--- src/rtl/clock_div_pkg.sv ---
// ---------------------------------------------------------------------------
// clock_div_pkg
// Shared definitions for the programmable clock-divider family.
//   state_t       : divider run state (IDLE / RUN)
//   DEFAULT_WIDTH : default width of the divisor field
// ---------------------------------------------------------------------------
package clock_div_pkg;

    typedef enum logic {
        IDLE = 1'b0,
        RUN  = 1'b1
    } state_t;

    localparam int DEFAULT_WIDTH = 8;

endpackage

--- src/rtl/clock_div_signal_if.sv ---
// ---------------------------------------------------------------------------
// clock_div_signal_if
// Configuration handshake for clock_div_signal.
//   cfg_valid : requester has a config to offer
//   cfg_ready : divider can take a config (nothing pending)
//   cfg_div   : requested half-period minus one
//   cfg_en    : requested run (1) / stop (0)
// master = config source, slave = divider.
// ---------------------------------------------------------------------------
interface clock_div_signal_if #(
    parameter int WIDTH = clock_div_pkg::DEFAULT_WIDTH
) ();

    logic             cfg_valid;
    logic             cfg_ready;
    logic [WIDTH-1:0] cfg_div;
    logic             cfg_en;

    modport master (
        output cfg_valid,
        output cfg_div,
        output cfg_en,
        input  cfg_ready
    );

    modport slave (
        input  cfg_valid,
        input  cfg_div,
        input  cfg_en,
        output cfg_ready
    );

endinterface

--- src/rtl/clock_div_signal.sv ---
// ---------------------------------------------------------------------------
// clock_div_signal
// Programmable integer divider producing a registered, glitch-free 50%-duty
// signal that drives a signal-to-clock conversion cell. Each half-period
// lasts div+1 input cycles. New settings are staged in a single pending
// slot and only take effect at a period boundary (the falling-edge cycle),
// so the derived clock never sees a runt pulse.
//
// Ports:
//   clock      : input clock, all state on the rising edge
//   reset      : asynchronous active-high reset
//   cfg        : configuration handshake (slave side)
//   signal_out : registered divided signal
//   running    : high while in RUN
//   div_active : divisor currently in effect
// ---------------------------------------------------------------------------
module clock_div_signal
    import clock_div_pkg::*;
#(
    parameter int WIDTH = DEFAULT_WIDTH
) (
    input  logic                 clock,
    input  logic                 reset,
    clock_div_signal_if.slave    cfg,
    output logic                 signal_out,
    output logic                 running,
    output logic [WIDTH-1:0]     div_active
);

    state_t           state_q, state_n;
    logic [WIDTH-1:0] div_q, div_n;
    logic [WIDTH-1:0] cnt_q, cnt_n;
    logic             out_q, out_n;
    logic             pend_v, pend_v_n;
    logic [WIDTH-1:0] pend_div, pend_div_n;
    logic             pend_en, pend_en_n;

    logic             accept;
    logic             terminal;

    // Only one config can be held; the slot reopens the cycle after apply.
    assign cfg.cfg_ready = !pend_v;
    assign accept        = cfg.cfg_valid && !pend_v;
    assign terminal      = (cnt_q == div_q);

    always_ff @(posedge clock or posedge reset) begin
        if (reset) begin
            state_q  <= IDLE;
            div_q    <= '0;
            cnt_q    <= '0;
            out_q    <= 1'b0;
            pend_v   <= 1'b0;
            pend_div <= '0;
            pend_en  <= 1'b0;
        end else begin
            state_q  <= state_n;
            div_q    <= div_n;
            cnt_q    <= cnt_n;
            out_q    <= out_n;
            pend_v   <= pend_v_n;
            pend_div <= pend_div_n;
            pend_en  <= pend_en_n;
        end
    end

    always_comb begin
        state_n    = state_q;
        div_n      = div_q;
        cnt_n      = cnt_q;
        out_n      = out_q;
        pend_v_n   = pend_v;
        pend_div_n = pend_div;
        pend_en_n  = pend_en;

        // Accept needs an empty slot, so it can never collide with an apply
        // below (which needs a full slot).
        if (accept) begin
            pend_div_n = cfg.cfg_div;
            pend_en_n  = cfg.cfg_en;
            pend_v_n   = 1'b1;
        end

        case (state_q)
            IDLE: begin
                out_n = 1'b0;
                cnt_n = '0;
                if (pend_v) begin
                    div_n    = pend_div;
                    pend_v_n = 1'b0;
                    if (pend_en) begin
                        state_n = RUN;
                    end
                end
            end
            RUN: begin
                if (terminal) begin
                    out_n = !out_q;
                    cnt_n = '0;
                    // Falling-edge cycle is the period boundary: the new
                    // divisor starts with a fresh low phase and cnt is 0,
                    // so cnt can never sit above the new div_q.
                    if (out_q && pend_v) begin
                        div_n    = pend_div;
                        pend_v_n = 1'b0;
                        if (!pend_en) begin
                            state_n = IDLE;
                        end
                    end
                end else begin
                    cnt_n = cnt_q + 1'b1;
                end
            end
        endcase
    end

    assign signal_out = out_q;
    assign running    = (state_q == RUN);
    assign div_active = div_q;

endmodule

--- src/flat_wrapper.sv ---
// flat-port wrapper written by rule: the top's interface ports become plain ports
module clock_div_signal_flat import clock_div_pkg::*;
#(
    parameter int WIDTH = DEFAULT_WIDTH
)
  (clock, reset, signal_out, running, div_active, cfg_cfg_valid, cfg_cfg_div, cfg_cfg_en, cfg_cfg_ready);
  clock_div_signal_if #(.WIDTH(WIDTH)) cfg_i ();
  input  logic clock;
  input  logic reset;
  output logic signal_out;
  output logic running;
  output logic [WIDTH-1:0] div_active;
  input wire logic [$bits(cfg_i.cfg_valid)-1:0] cfg_cfg_valid;
  input wire logic [$bits(cfg_i.cfg_div)-1:0] cfg_cfg_div;
  input wire logic [$bits(cfg_i.cfg_en)-1:0] cfg_cfg_en;
  output wire logic [$bits(cfg_i.cfg_ready)-1:0] cfg_cfg_ready;
  assign cfg_i.cfg_valid = cfg_cfg_valid;
  assign cfg_i.cfg_div = cfg_cfg_div;
  assign cfg_i.cfg_en = cfg_cfg_en;
  assign cfg_cfg_ready = cfg_i.cfg_ready;
  clock_div_signal #(.WIDTH(WIDTH)) u_core (.clock(clock), .reset(reset), .cfg(cfg_i), .signal_out(signal_out), .running(running), .div_active(div_active));
endmodule
--- config.mk ---
export PLATFORM = sky130hd
export DESIGN_NAME = clock_div_signal_flat
export DESIGN_NICKNAME = d
export VERILOG_FILES = /design/src/rtl/clock_div_pkg.sv /design/src/rtl/clock_div_signal_if.sv /design/src/rtl/clock_div_signal.sv /design/src/flat_wrapper.sv
export SDC_FILE = /design/constraint.sdc
export NUM_CORES = 1
export LEC_CHECK = 0
export ABC_AREA = 1
export CAP_MARGIN = 0
export CORE_ASPECT_RATIO = 0.7
export CORE_MARGIN = 1.5
export CORE_UTILIZATION = 40
export CTS_BUF_LIST = sky130_fd_sc_hd__clkbuf_8
export DETAILED_ROUTE_END_ITERATION = 8
export PLACE_DENSITY_LB_ADDON = 0.12
export RECOVER_POWER = 25
export SYNTH_ARGS = -nofsm -noshare
export SYNTH_HDL_FRONTEND = slang
export SYNTH_SLANG_ARGS = --single-unit
export TNS_END_PERCENT = 20
--- constraint.sdc ---
create_clock -name clock -period 1.2 [get_ports clock]
set_input_delay 0.24 -clock clock [delete_from_list [all_inputs] [get_ports clock]]
set_output_delay 0.24 -clock clock [all_outputs]
set_load 0.1 [all_outputs]
==> run_results.csv <==
group,metric,value,unit
outcome,status,"complete, but fails checks",
outcome,violations,"negative setup slack",
routing,route.final.wire_length,3480,um
die,start_util,42.9,%
routing,post_drt_wl_per_cell,14.0,um
setup_path,timing_worst_setup_path_type,"reg -> reg",
yosys,syn_nets,160,
yosys,seq_area_frac_synth,50.8,%
yosys,post-synth-top-count-cell,"nand2_1",
timing,holdWs,0.508,ns
timing,maxSlewViolCount,0,
yosys,yosys.area.top_type,"dfrtp_1",
timing,slew_headroom,54.4,%
global_routing,grt_pass1_vias,1230,
setup_path,critPathLaunchType,"register",
timing,fmax,697,MHz
clock_network,cts_buffers,3,
power_and_ir_drop,ir_drop,0.00136,V
clock_network,htree_levels,1,
yosys,yosysUniqueCellTypes,27,
power_and_ir_drop,power_density,2600,mW/mm2
die,coreArea,0.00321,mm2
timing,period_needed,1.43,ns
routing,vias,1189,
setup_path,critPathRequiredTime,1.37,ns
yosys,synth-edff-count,0,
placement,gp_congestion,0.772,
layout,diodes,0,
die,die_area,0.00381,mm2
die,die_w,73.2,um
hold_path,hold_class,"reg -> reg",
global_routing,grt_max_degree,29,
yosys,async_reset_ff_share,100,%
clock_network,clock_sinks,28,
global_routing,grt_usage,20.6,%
die,rows,17,
global_routing,antenna_found_initial,0,
timing,rsz0062_at_grt,"true",
setup_path,startpoint,"u_core.div_active[2]",
setup_path,worstPathMaxFanout,4,
power_and_ir_drop,power.leakage,0.00103,uW
routing,drt-initial-drc-count,54,
die,die_y,52.1,um
placement,port_buffers,22,
layout,fin_nets,216,
yosys,yosys_register_bits,28,
routing,drc_errors,0,
layout,drive_gt1_share,48.5,%
clock_network,clk_latency,0.28,ns
yosys,netlist_instances,147,
clock_network,cts_max_path_buffers,2,
yosys,synthesis.area,0.00138,mm2
clock_network,hold_buffers,0,
placement,hpwl,2370,um
yosys,syn_avg_cell_area,9.38,um2
yosys,synth_commonest_cells,"nand2_1, dfrtp_1, inv_1, nand3_1, nor2_1",
hold_path,holdCritStartpoint,"u_core.pend_div[5]",
yosys,ys_warn_count,0,
timing,worst_slew_pin_slew,0.684,ns
layout,utilization,70.0,%
timing,finalHoldViolCount,0,
setup_path,crit_arrival,1.60,ns
timing,skew,0.00352,ns
global_routing,grt_pass1_wl,5690,um
yosys,yosys-top-cells-area,"dfrtp_1, nand2_1, mux2_2, nand3_1, inv_1",
timing,period_share,119,%
die,io_pins,23,
clock_network,root_buffer,"clkbuf_8",
timing,worst_slack,-0.234,ns
setup_path,reg2reg_from,"u_core.div_active[2]",
clock_network,path_clk_slew,0.10,ns
timing,setup_violations,29,
clock_network,tritoncts,"done",
global_routing,grt_overflow_total,0,
routing,viasPerCell,4.78,
run,maxCapViolCount,0,
layout,syn2layout_area_growth,63.0,%
routing,ant_nets,0,
routing,drt_first_pass_iters,4,
yosys,ys.flop_type,"dfrtp_1",
setup_path,cp-end-kind,"register",
yosys,synth_top_area_share,50.8,%
what timing repair did:
| item | in CTS | in global routing |
|---|---|---|
| gates resized for setup | 18 | 11 |
| endpoints found under the setup margin | 29 | 39 |
| buffers inserted | 1 | 0 |
| cloned | 1 | 1 |
| pin swaps | 5 | 4 |
worst paths after layout:
check / endpoint / slack [ns] / cells after the start
max reg2reg: u_core.running / -0.23 / 7
max in group asynchronous: u_core.div_active[3] / 0.11 / 3
max: u_core.running / -0.23 / 7
min reg2reg: u_core.div_active[5] / 0.51 / 2
min in group asynchronous: u_core.cnt_q[1] / 0.58 / 3
min: u_core.div_active[5] / 0.51 / 2
state kept, by name (all words and copies together), names as in the netlist:
signal,cells
u_core.signal_out,1
u_core.div_active,8
u_core.pend_div,8
u_core.pend_v,1
u_core.running,1
u_core.pend_en,1
u_core.cnt_q,8
stage by stage:
step | std cells | setup WS [ns] | cell area (um2) | TNS [ns] | power [uW]
floorplan | 147 | -0.257 | 1420 | -5.80 | 3450
global placement | 242 | -0.167 | 2030 | -4.13 | 4630
detailed placement | 242 | -0.198 | 2030 | -4.39 | 4700
CTS | 248 | -0.182 | 2190 | -3.75 | 5730
global route | 249 | -0.311 | 2250 | -7.45 | 6170
finish | 249 | -0.234 | 2250 | -4.55 | 5830
area by class of cell:
type	instances	area [um2]
clock buffers	3	41.3
inverters	18	70.1
multi-input cells	100	689
fillers	242	965
clock inverters	1	30.0
well taps	47	58.8
flip-flops and latches	28	736
repair buffers	52	622
cells by family after synthesis:
family                     after synthesis  synth area share [%]
and+or+nand+nor                         77                  27.7
DFF                                     28                  50.8
buffers and inverters                   20                  6.62
muxes                                    9                  7.35
AOI/OAI and AO/OA                        8                  4.08
xor gates and xnor gates                 4                  2.54
adders and majority gates                1                 0.907
where the power goes:
| group | internal [uW] | switching, uW | total [uW] |
|---|---|---|---|
| registers | 1400 | 333 | 1730 |
| logic | 1470 | 1880 | 3350 |
| clock network | 447 | 308 | 755 |
cells in the final DEF, fill, tap and decap left out, drive strengths merged, types with 3 or more instances in the layout:
master,synthesis,final
a21oi,3,3
nand3,18,19
clkbuf,1,5
xnor2,4,4
clkdlybuf4s50,0,10
nand2,39,39
inv,18,18
o21ai,4,4
nor2,12,12
dfrtp,28,28
mux2,9,9
nor3,5,5
buf,1,39
critical path: stages, from the launching register on:
cell and delay [ns]:
dfrtp_4 0.50, xnor2_2 0.14, nand2_2 0.09, buf_6 0.13, nor2_4 0.15, nand3_2 0.14, nand2_1 0.11, nand2_1 0.06
metal layers:
| layer | GRT usage, % | up-vias | part of all wire, % |
|---|---|---|---|
| li1 | - | 581 | - |
| met1 | 25.5 | 573 | 44 |
| met2 | 34.5 | 27 | 50 |
| met3 | 5.23 | 8 | 4.1 |
| met4 | 8.49 | 0 | 2.2 |
| met5 | 0 | - | 0 |
(Power assumes the default switching activity.)
